===== src/rtl/enc_pkg.sv =====
// Shared encodings and block-length constants for the ping-pong buffer controller.
package enc_pkg;

    localparam int DEF_ADDR_W = 13;
    localparam int SIZE_SMALL = 1056;
    localparam int SIZE_LARGE = 6144;

    typedef enum logic [1:0] {
        BANK_EMPTY    = 2'd0,
        BANK_FILLING  = 2'd1,
        BANK_FULL     = 2'd2,
        BANK_DRAINING = 2'd3
    } bank_state_t;

    typedef enum logic {
        W_IDLE = 1'b0,
        W_FILL = 1'b1
    } wr_state_t;

    typedef enum logic {
        R_IDLE  = 1'b0,
        R_DRAIN = 1'b1
    } rd_state_t;

endpackage


===== src/rtl/pingpong_ctrl_if.sv =====
// Signals between the block writer, the encoder and pingpong_ctrl.
// The master side is the writer/encoder pair and the slave side is the controller.
interface pingpong_ctrl_if #(
    parameter int ADDR_W = enc_pkg::DEF_ADDR_W
);

    logic              wr_start;
    logic              wr_size_sel;
    logic              wr_valid;
    logic              wr_we;
    logic              wr_bank;
    logic [ADDR_W-1:0] wr_addr;
    logic              wr_busy;
    logic              rd_go;
    logic              rd_en;
    logic              rd_bank;
    logic [ADDR_W-1:0] rd_addr;
    logic              rd_last;
    logic              rd_size_sel;
    logic [1:0]        full_flags;

    modport master (
        output wr_start, wr_size_sel, wr_valid, rd_go,
        input  wr_we, wr_bank, wr_addr, wr_busy,
        input  rd_en, rd_bank, rd_addr, rd_last, rd_size_sel, full_flags
    );

    modport slave (
        input  wr_start, wr_size_sel, wr_valid, rd_go,
        output wr_we, wr_bank, wr_addr, wr_busy,
        output rd_en, rd_bank, rd_addr, rd_last, rd_size_sel, full_flags
    );

endinterface


===== src/rtl/block_counter.sv =====
// Address counter for one block: clears to zero, advances on enable and
// flags the last address of a small or large block; it never wraps.
module block_counter #(
    parameter int ADDR_W     = enc_pkg::DEF_ADDR_W,
    parameter int SIZE_SMALL = enc_pkg::SIZE_SMALL,
    parameter int SIZE_LARGE = enc_pkg::SIZE_LARGE
) (
    input  logic              clock,
    input  logic              reset,
    input  logic              clear,
    input  logic              enable,
    input  logic              size_sel,
    output logic [ADDR_W-1:0] count,
    output logic              terminal
);

    localparam logic [ADDR_W-1:0] LAST_SMALL = ADDR_W'(SIZE_SMALL - 1);
    localparam logic [ADDR_W-1:0] LAST_LARGE = ADDR_W'(SIZE_LARGE - 1);

    assign terminal = (count == (size_sel ? LAST_LARGE : LAST_SMALL));

    // Holding at the terminal address keeps the counter inside the block.
    always_ff @(posedge clock) begin
        if (reset || clear) begin
            count <= '0;
        end else if (enable && !terminal) begin
            count <= count + ADDR_W'(1);
        end
    end

endmodule


===== src/rtl/pingpong_ctrl.sv =====
// Two-bank ping-pong buffer controller: one writer fills a bank while the
// encoder drains the other, each bank cycling EMPTY->FILLING->FULL->DRAINING.
module pingpong_ctrl
    import enc_pkg::*;
#(
    parameter int ADDR_W     = enc_pkg::DEF_ADDR_W,
    parameter int SIZE_SMALL = enc_pkg::SIZE_SMALL,
    parameter int SIZE_LARGE = enc_pkg::SIZE_LARGE
) (
    input  logic           clock,
    input  logic           reset,
    pingpong_ctrl_if.slave bus
);

    wr_state_t         wr_state;
    rd_state_t         rd_state;
    bank_state_t       bank_state [2];
    logic [1:0]        bank_size;
    logic              wr_bank;
    logic              rd_bank;
    logic [ADDR_W-1:0] wr_addr;
    logic [ADDR_W-1:0] rd_addr;
    logic              wr_term;
    logic              rd_term;
    logic              wr_busy;
    logic              wr_accept;
    logic              wr_we;
    logic              rd_accept;
    logic              rd_en;
    logic              rd_last;

    // Busy only looks at registered state, so a bank freed on this edge opens next cycle.
    assign wr_busy   = (wr_state == W_FILL) || (bank_state[wr_bank] != BANK_EMPTY);
    assign wr_accept = bus.wr_start && !wr_busy;
    assign wr_we     = bus.wr_valid && (wr_state == W_FILL);
    assign rd_accept = (rd_state == R_IDLE) && bus.rd_go && (bank_state[rd_bank] == BANK_FULL);
    assign rd_en     = (rd_state == R_DRAIN);
    assign rd_last   = rd_en && rd_term;

    block_counter #(
        .ADDR_W     (ADDR_W),
        .SIZE_SMALL (SIZE_SMALL),
        .SIZE_LARGE (SIZE_LARGE)
    ) u_wr_cnt (
        .clock    (clock),
        .reset    (reset),
        .clear    (wr_accept),
        .enable   (wr_we),
        .size_sel (bank_size[wr_bank]),
        .count    (wr_addr),
        .terminal (wr_term)
    );

    block_counter #(
        .ADDR_W     (ADDR_W),
        .SIZE_SMALL (SIZE_SMALL),
        .SIZE_LARGE (SIZE_LARGE)
    ) u_rd_cnt (
        .clock    (clock),
        .reset    (reset),
        .clear    (rd_accept),
        .enable   (rd_en),
        .size_sel (bank_size[rd_bank]),
        .count    (rd_addr),
        .terminal (rd_term)
    );

    // The two FSMs only ever touch different banks, so sharing one block is safe.
    always_ff @(posedge clock) begin
        if (reset) begin
            wr_state      <= W_IDLE;
            rd_state      <= R_IDLE;
            bank_state[0] <= BANK_EMPTY;
            bank_state[1] <= BANK_EMPTY;
            bank_size     <= '0;
            wr_bank       <= 1'b0;
            rd_bank       <= 1'b0;
        end else begin
            case (wr_state)
                W_IDLE: begin
                    if (wr_accept) begin
                        bank_state[wr_bank] <= BANK_FILLING;
                        bank_size[wr_bank]  <= bus.wr_size_sel;
                        wr_state            <= W_FILL;
                    end
                end
                W_FILL: begin
                    if (wr_we && wr_term) begin
                        bank_state[wr_bank] <= BANK_FULL;
                        wr_bank             <= ~wr_bank;
                        wr_state            <= W_IDLE;
                    end
                end
                default: wr_state <= W_IDLE;
            endcase

            case (rd_state)
                R_IDLE: begin
                    if (rd_accept) begin
                        bank_state[rd_bank] <= BANK_DRAINING;
                        rd_state            <= R_DRAIN;
                    end
                end
                R_DRAIN: begin
                    if (rd_last) begin
                        bank_state[rd_bank] <= BANK_EMPTY;
                        rd_bank             <= ~rd_bank;
                        rd_state            <= R_IDLE;
                    end
                end
                default: rd_state <= R_IDLE;
            endcase
        end
    end

    assign bus.wr_we       = wr_we;
    assign bus.wr_bank     = wr_bank;
    assign bus.wr_addr     = wr_addr;
    assign bus.wr_busy     = wr_busy;
    assign bus.rd_en       = rd_en;
    assign bus.rd_bank     = rd_bank;
    assign bus.rd_addr     = rd_addr;
    assign bus.rd_last     = rd_last;
    assign bus.rd_size_sel = bank_size[rd_bank];
    assign bus.full_flags  = {bank_state[1] == BANK_FULL, bank_state[0] == BANK_FULL};

endmodule


===== src/flat_wrapper.sv =====
// flat-port wrapper written by rule: the top's interface ports become plain ports
module pingpong_ctrl_flat import enc_pkg::*;
#(
    parameter int ADDR_W     = enc_pkg::DEF_ADDR_W,
    parameter int SIZE_SMALL = enc_pkg::SIZE_SMALL,
    parameter int SIZE_LARGE = enc_pkg::SIZE_LARGE
)
  (clock, reset, bus_wr_start, bus_wr_size_sel, bus_wr_valid, bus_rd_go, bus_wr_we, bus_wr_bank, bus_wr_addr, bus_wr_busy, bus_rd_en, bus_rd_bank, bus_rd_addr, bus_rd_last, bus_rd_size_sel, bus_full_flags);
  pingpong_ctrl_if #(.ADDR_W(ADDR_W)) bus_i ();
  input  logic clock;
  input  logic reset;
  input wire logic [$bits(bus_i.wr_start)-1:0] bus_wr_start;
  input wire logic [$bits(bus_i.wr_size_sel)-1:0] bus_wr_size_sel;
  input wire logic [$bits(bus_i.wr_valid)-1:0] bus_wr_valid;
  input wire logic [$bits(bus_i.rd_go)-1:0] bus_rd_go;
  output wire logic [$bits(bus_i.wr_we)-1:0] bus_wr_we;
  output wire logic [$bits(bus_i.wr_bank)-1:0] bus_wr_bank;
  output wire logic [$bits(bus_i.wr_addr)-1:0] bus_wr_addr;
  output wire logic [$bits(bus_i.wr_busy)-1:0] bus_wr_busy;
  output wire logic [$bits(bus_i.rd_en)-1:0] bus_rd_en;
  output wire logic [$bits(bus_i.rd_bank)-1:0] bus_rd_bank;
  output wire logic [$bits(bus_i.rd_addr)-1:0] bus_rd_addr;
  output wire logic [$bits(bus_i.rd_last)-1:0] bus_rd_last;
  output wire logic [$bits(bus_i.rd_size_sel)-1:0] bus_rd_size_sel;
  output wire logic [$bits(bus_i.full_flags)-1:0] bus_full_flags;
  assign bus_i.wr_start = bus_wr_start;
  assign bus_i.wr_size_sel = bus_wr_size_sel;
  assign bus_i.wr_valid = bus_wr_valid;
  assign bus_i.rd_go = bus_rd_go;
  assign bus_wr_we = bus_i.wr_we;
  assign bus_wr_bank = bus_i.wr_bank;
  assign bus_wr_addr = bus_i.wr_addr;
  assign bus_wr_busy = bus_i.wr_busy;
  assign bus_rd_en = bus_i.rd_en;
  assign bus_rd_bank = bus_i.rd_bank;
  assign bus_rd_addr = bus_i.rd_addr;
  assign bus_rd_last = bus_i.rd_last;
  assign bus_rd_size_sel = bus_i.rd_size_sel;
  assign bus_full_flags = bus_i.full_flags;
  pingpong_ctrl #(.ADDR_W(ADDR_W), .SIZE_SMALL(SIZE_SMALL), .SIZE_LARGE(SIZE_LARGE)) u_core (.clock(clock), .reset(reset), .bus(bus_i));
endmodule

===== config.mk =====
export PLATFORM = sky130hd
export DESIGN_NAME = pingpong_ctrl_flat
export DESIGN_NICKNAME = d
export VERILOG_FILES = /design/src/rtl/enc_pkg.sv /design/src/rtl/pingpong_ctrl_if.sv /design/src/rtl/block_counter.sv /design/src/rtl/pingpong_ctrl.sv /design/src/flat_wrapper.sv
export SDC_FILE = /design/constraint.sdc
export NUM_CORES = 1
export LEC_CHECK = 0
export CAP_MARGIN = 10
export CORE_MARGIN = 2
export CORE_UTILIZATION = 33
export DETAILED_ROUTE_END_ITERATION = 8
export GPL_TIMING_DRIVEN = 0
export HOLD_SLACK_MARGIN = 0.15
export SLEW_MARGIN = 10
export SYNTH_ARGS = -nofsm -noshare
export SYNTH_HDL_FRONTEND = slang
export SYNTH_SLANG_ARGS = --single-unit

===== constraint.sdc =====
create_clock -name clock -period 4.5 [get_ports clock]
set_input_delay 0.9 -clock clock [delete_from_list [all_inputs] [get_ports clock]]
set_output_delay 0.9 -clock clock [all_outputs]
set_load 0.01 [all_outputs]

# ---- Word-level counts from Yosys, hierarchy flattened
# Memories as Yosys holds them, arrays and structs flattened. A register that Yosys moved wholly into a read port is not among the register bits.
# Index checks and enable logic that the tools add are counted.
dict set report word_totals {
  ff_bits 32
  ramBits 4
  in_bits 6
  out_inout_bits 35
  elab_cells 88
  mem_count 1
}
dict set report classes {
  addsub 2
  order_cmp 3
  n_eq_ne 5
  n_mux 43
  n_bitwise 6
  reduce_logical 21
}
# memory depth width rd rd_clocked_by_memory_dff write_ports line_no
set mem_list {}
lappend mem_list {u_core.bank_state 2 2 4 2 2 pingpong_ctrl.sv:17} ;# bank_state_t bank_state [2];
# operator count
set op_table {}
lappend op_table {{1-bit two-way mux} 33}
lappend op_table {{13-bit by 1-bit adder with 13-bit output, second input constant} 2}
lappend op_table {{13-bit equality test} 2}
lappend op_table {{13-bit two-way mux} 2}
lappend op_table {{1-bit logical AND} 9}
lappend op_table {{2-bit two-way mux} 4}
lappend op_table {{2-bit equality test, second input constant} 3}
lappend op_table {{2-bit AND reduction} 3}
lappend op_table {{1-bit by 2-bit < comparator with 1-bit output, second input constant} 2}
lappend op_table {{1-bit NOT} 4}
lappend op_table {{1-bit one-hot mux with 2 select lines} 2}
lappend op_table {{2-bit OR reduction} 2}
lappend op_table {{1-bit logical NOT} 3}
lappend op_table {{1-bit logical OR} 3}
lappend op_table {{2-bit bitwise mux} 1}
lappend op_table {{1-bit OR} 2}
lappend op_table {{2-bit nonzero test} 1}
lappend op_table {{1-bit demux with 1-bit select} 1}
lappend op_table {{1-bit greater-or-equal comparator, second input constant} 1}

# ---- Longest topological paths before layout
dict set report depth {
  depth_word 12
  ltp_mapped 9
  mapped_depth_nobuf 6
}

# ---- Cells and area by module
# A second synthesis with hierarchy kept.
dict set report hier_totals {
  cells_unflattened 228
  hier_area_um2 2069.5
}
# mod instances cells_per_inst area_each_um2 seq_area_each_um2
set by_module_without_submodules {}
lappend by_module_without_submodules {block_counter 2 81 709.4 260.2}
lappend by_module_without_submodules {pingpong_ctrl 1 66 650.6 280.3}

# ---- Worst setup path after synthesis
# OpenSTA, ideal clock, no wires.
dict set report synth_path {
  path_kind {register -> output}
  start {register u_core.rd_bank, in the netlist u_core.bus.rd_bank}
  end {output bus_rd_last}
  arrival_time_ns 1.842
  slack_ns 1.758
  stages_incl_launch_ff 6
  cell_sequence {dfxtp_1 -> mux2_2 -> or4_1 -> a21o_1 -> buf_6 -> nor2_1}
}
dict set report synth_between {
  elab_chain_len 5
}
# item line_no
set synth_lines {}
lappend synth_lines {{start: declaration} pingpong_ctrl.sv:20} ;# logic rd_bank;
lappend synth_lines {{start signal: assignment} pingpong_ctrl.sv:107} ;# rd_bank <= ~rd_bank;
lappend synth_lines {{1-bit two-way mux (2 in a row)} n/a}
lappend synth_lines {{named net bus_rd_size_sel} flat_wrapper.sv:24} ;# output wire logic [$bits(bus_i.rd_size_sel)-1:0] bus_rd_size_sel;
lappend synth_lines {{13-bit two-way mux} block_counter.sv:20} ;# assign terminal = (count == (size_sel ? LAST_LARGE : LAST_SMALL));
lappend synth_lines {{13-bit equality test} block_counter.sv:20}
lappend synth_lines {{1-bit logical AND} pingpong_ctrl.sv:38} ;# assign rd_last = rd_en && rd_term;
lappend synth_lines {{end: declaration} flat_wrapper.sv:23} ;# output wire logic [$bits(bus_i.rd_last)-1:0] bus_rd_last;
# The timed path passes the listed nets, and every way through them passes these cells. The select of a mux whose other input is x is not followed.

# ---- Final worst setup path
dict set report layout_path {
  start {register u_core.rd_bank, in the netlist u_core.bus.rd_bank}
  end {output bus_rd_last}
}
dict set report layout_between {
  elab_chain_len 5
}
# item line_no
set layout_lines {}
lappend layout_lines {{1-bit two-way mux (not written as such) (2 in a row)} pingpong_ctrl.sv:63} ;# .size_sel (bank_size[rd_bank]),
lappend layout_lines {{13-bit two-way mux} block_counter.sv:20}
lappend layout_lines {{13-bit equality test} block_counter.sv:20}
lappend layout_lines {{1-bit logical AND} pingpong_ctrl.sv:38}
# Every way passes these cells. The select of a mux whose other input is x is not followed.

==> impl_results.md <==
- Part of the cycle the worst path needs: approximately four fifths
- Pwr dens: 251.1 mW/mm^2
- Primary FF master, synth: dfxtp_1
- Setup TNS: 0 ns
- Hpwl dp: 3675 um
- Max transition margin: around 65%
- Post-synthesis cell type count: 51
- Share of cells above drive strength 1: under 10%
- Synthesis-to-finish area growth: 27.90%
- Largest net degree at the start of global routing: 12
- Num CTS Buffers: 5
- Core Area: around 0.0059 sq mm
- Measured slew at the worst slew-check pin: 0.5257 ns
- Antenna violations before repair: 0
- Hold Vio Cnt, Final: 0
- GR peak layer: met2
- Worst EP required: 3.60 ns
- Synthesized flop and latch total: 38
- Total global routing overflow: 0
- Post-CTS setup buffers: 0
- Crit Path Max Fanout: 10
- Max capacitance violation total: 0
- Root buf cell: clkbuf_8
- Initial Util: 34.23%
- CP arrival: ~2.7 ns
- Fmax: roughly 280 MHz
- IO Count: between 40 and 50
- Final Max Slew Viols: 0
- Crit. End Element: output pin
- Final core occ: between 40% and 50%
- Syn_nets: 236
- Placed cell area: approximately 0.0025 sq mm
- Worst min path class: flop to flop
- Final Cell Area: approximately 0.0026 sq mm
- Final worst setup slack: roughly 0.94 ns
- Outcome: finished clean
- EDFF count, synth: 4
- Avg Synthesized Cell Area: 8.890 sq um
- Peak VDD IR: ~0.12 mV
- Critical path type: flop to output pin
- GR Util All Layers: 16.19%
- Clock skew: about 0.0082 ns
- Die Span Y: approximately 80 um
- Post-CTS sizing: 0
- Chip Width: around 82 um
- # clock sinks: 38
- Die area: approximately 0.0068 sq mm
- Clock latency on the worst-skew pair: ~0.29 ns
- Worst-path clk slew: about 0.08 ns
- RSZ-0062 raised after global routing: false
- Met3 global-route usage: about 2.5%
- Final Wtd Congestion: roughly 0.78
- Mapped Cells: roughly 230
- Final Net Count: between 200 and 300
- Clk buf depth: 2
- Leak: approximately 0.85 nW
- Most common cell after layout, fill and taps aside: clkdlybuf4s50_1
- TritonCTS clock tree: built
- Startpoint class of the critical path: flop
- Routed wire length: about 5200 um
- Pre-antenna DRT Iters: 4
- DRC: 0
- # rows: 28
- First-pass GRT wire length: roughly 8500 um
- Netlist Area Pre-Place: between 0.002 and 0.0025 sq mm
- WL/cell: around 15 um
- Max H-tree Level: 2
- Met2 global-route usage: between 20% and 30%
- Vias after detailed routing: 1,916
- Yosys warning count: 0
- Input/output buffers: 39
- Hold_buf cts: 0
- Most frequent cells in the layout: clkdlybuf4s50_1 (39), dfxtp_1 (34), a21oi_1 (27)
- Final setup viols: 0
- Synth async-reset ratio: 0%
- Ant. Diodes: 0
- Fin crit period: between 3 and 4 ns
- Worst reg2reg setup slack: approximately 1.9 ns
- Post-placement worst setup slack: around 1.2 ns
- Post-DRT Antenna Nets: 0
- GRT met1 Usage: approximately 21%
- Sequential-to-total area share from yosys stat: 39.51%
- Vias in the first global route: ~1.8k
- DRT iter0 DRCs: 67
- Drt via density: 5.474
metrics by stage:
| step | std cells | total power (W) | hold WS [ns] |
|---|---|---|---|
| after CTS | 350 | 0.0006617 | 0.4834 |
| final | 350 | 0.0006509 | 0.4803 |
| after floorplan | 228 | 0.0004043 | 0.4455 |
| after global routing | 350 | 0.0006801 | 0.4959 |
| after detailed placement | 342 | 0.0004342 | 0.4731 |
| after global placement | 342 | 0.0004338 | 0.4705 |
layer usage:
metal	part of all wire [%]	wire [um]	up-vias
met3	3.2	165	6
li1	-	-	980
met1	49	2514	895
met2	47	2417	35
met4	1.0	53	0
met5	0	0	-
where the power goes:
group	total [W]	switching, W	leakage [nW]	internal, W
Combinational	0.0000691	0.0000380	0.492	0.0000311
Sequential	0.000357	0.00000792	0.316	0.000349
Clock	0.000225	0.000118	0.0426	0.000107
layout make-up:
| type | count | area (sq um) |
|---|---|---|
| multi-input combinational | 173 | 1125 |
| buffer | 12 | 82.58 |
| clock buffer | 6 | 72.57 |
| inverter | 5 | 18.77 |
| tap | 75 | 93.84 |
| timing repair buffer | 39 | 390.4 |
| clock inverter | 2 | 8.758 |
| fill | 584 | 3328 |
| sequential | 38 | 800.8 |
flip-flops by register name, indices dropped and copies added, names as in the netlist, named ones only:
signal and flops:
u_core.bus.rd_en 1, u_core.bus.wr_bank 1, u_core.u_wr_cnt.count 13, u_core.wr_state 1
u_core.u_rd_cnt.count 13, u_core.bank_size 2, u_core.bank_state 4, u_core.bus.rd_bank 1
critical path, cell delays in order, from the launching register on:
cell and delay, ns:
dfxtp_1 0.47, mux2_2 0.42, or4_1 0.51, a21o_1 0.21
buf_6 0.14, nor2_1 0.10, clkdlybuf4s50_1 0.54
cell families (layout without fill, tap and decap cells):
| group | after synthesis | after routing | synth area share [%] |
|---|---|---|---|
| fa+ha+maj | 2 | 2 | 1.234 |
| xor+xnor | 4 | 4 | 1.729 |
| buf+inv | 17 | 64 | 5.000 |
| compound gates | 71 | 71 | 23.52 |
| flops | 38 | 38 | 39.51 |
| mux | 4 | 4 | 2.037 |
| simple gates | 92 | 92 | 26.97 |
final timing paths:
check	startpoint	to	cells past startpoint
setup / recovery	u_core.bus.rd_bank$_SDFFE_PP0P_	bus_rd_last	6
setup reg to reg	u_core.bus.rd_bank$_SDFFE_PP0P_	u_core.bank_state[1][1]$_DFFE_PP_	7
hold / removal	u_core.bank_size[1]$_SDFFE_PP0P_	u_core.bank_size[1]$_SDFFE_PP0P_	2
hold reg to reg	u_core.bank_size[1]$_SDFFE_PP0P_	u_core.bank_size[1]$_SDFFE_PP0P_	2
Yosys cell counts (all sizes together), types with 2 or more instances:
cell type / n / area, sq um
dfxtp: 34 / 680.7
a21oi: 29 / 152.7
nor2: 13 / 48.80
o21ai: 13 / 65.06
nand2: 12 / 45.04
or4: 12 / 93.84
nand3: 11 / 55.05
o31ai: 10 / 75.07
or3: 10 / 67.56
nand4: 9 / 56.30
buf: 6 / 60.06
clkbuf: 6 / 22.52
and3: 5 / 31.28
inv: 5 / 18.77
edfxtp: 4 / 120.1
nor2b: 4 / 25.02
mux2i: 3 / 30.03
o211ai: 3 / 22.52
xnor2: 3 / 26.28
a41o: 2 / 20.02
and4: 2 / 17.52
ha: 2 / 25.02
nand2b: 2 / 12.51
nand3b: 2 / 15.01
nand4b: 2 / 17.52
nor3b: 2 / 15.01
o211a: 2 / 20.02
o21bai: 2 / 15.01
or2: 2 / 12.51
No activity file was read; power rests on OpenSTA's default activity.
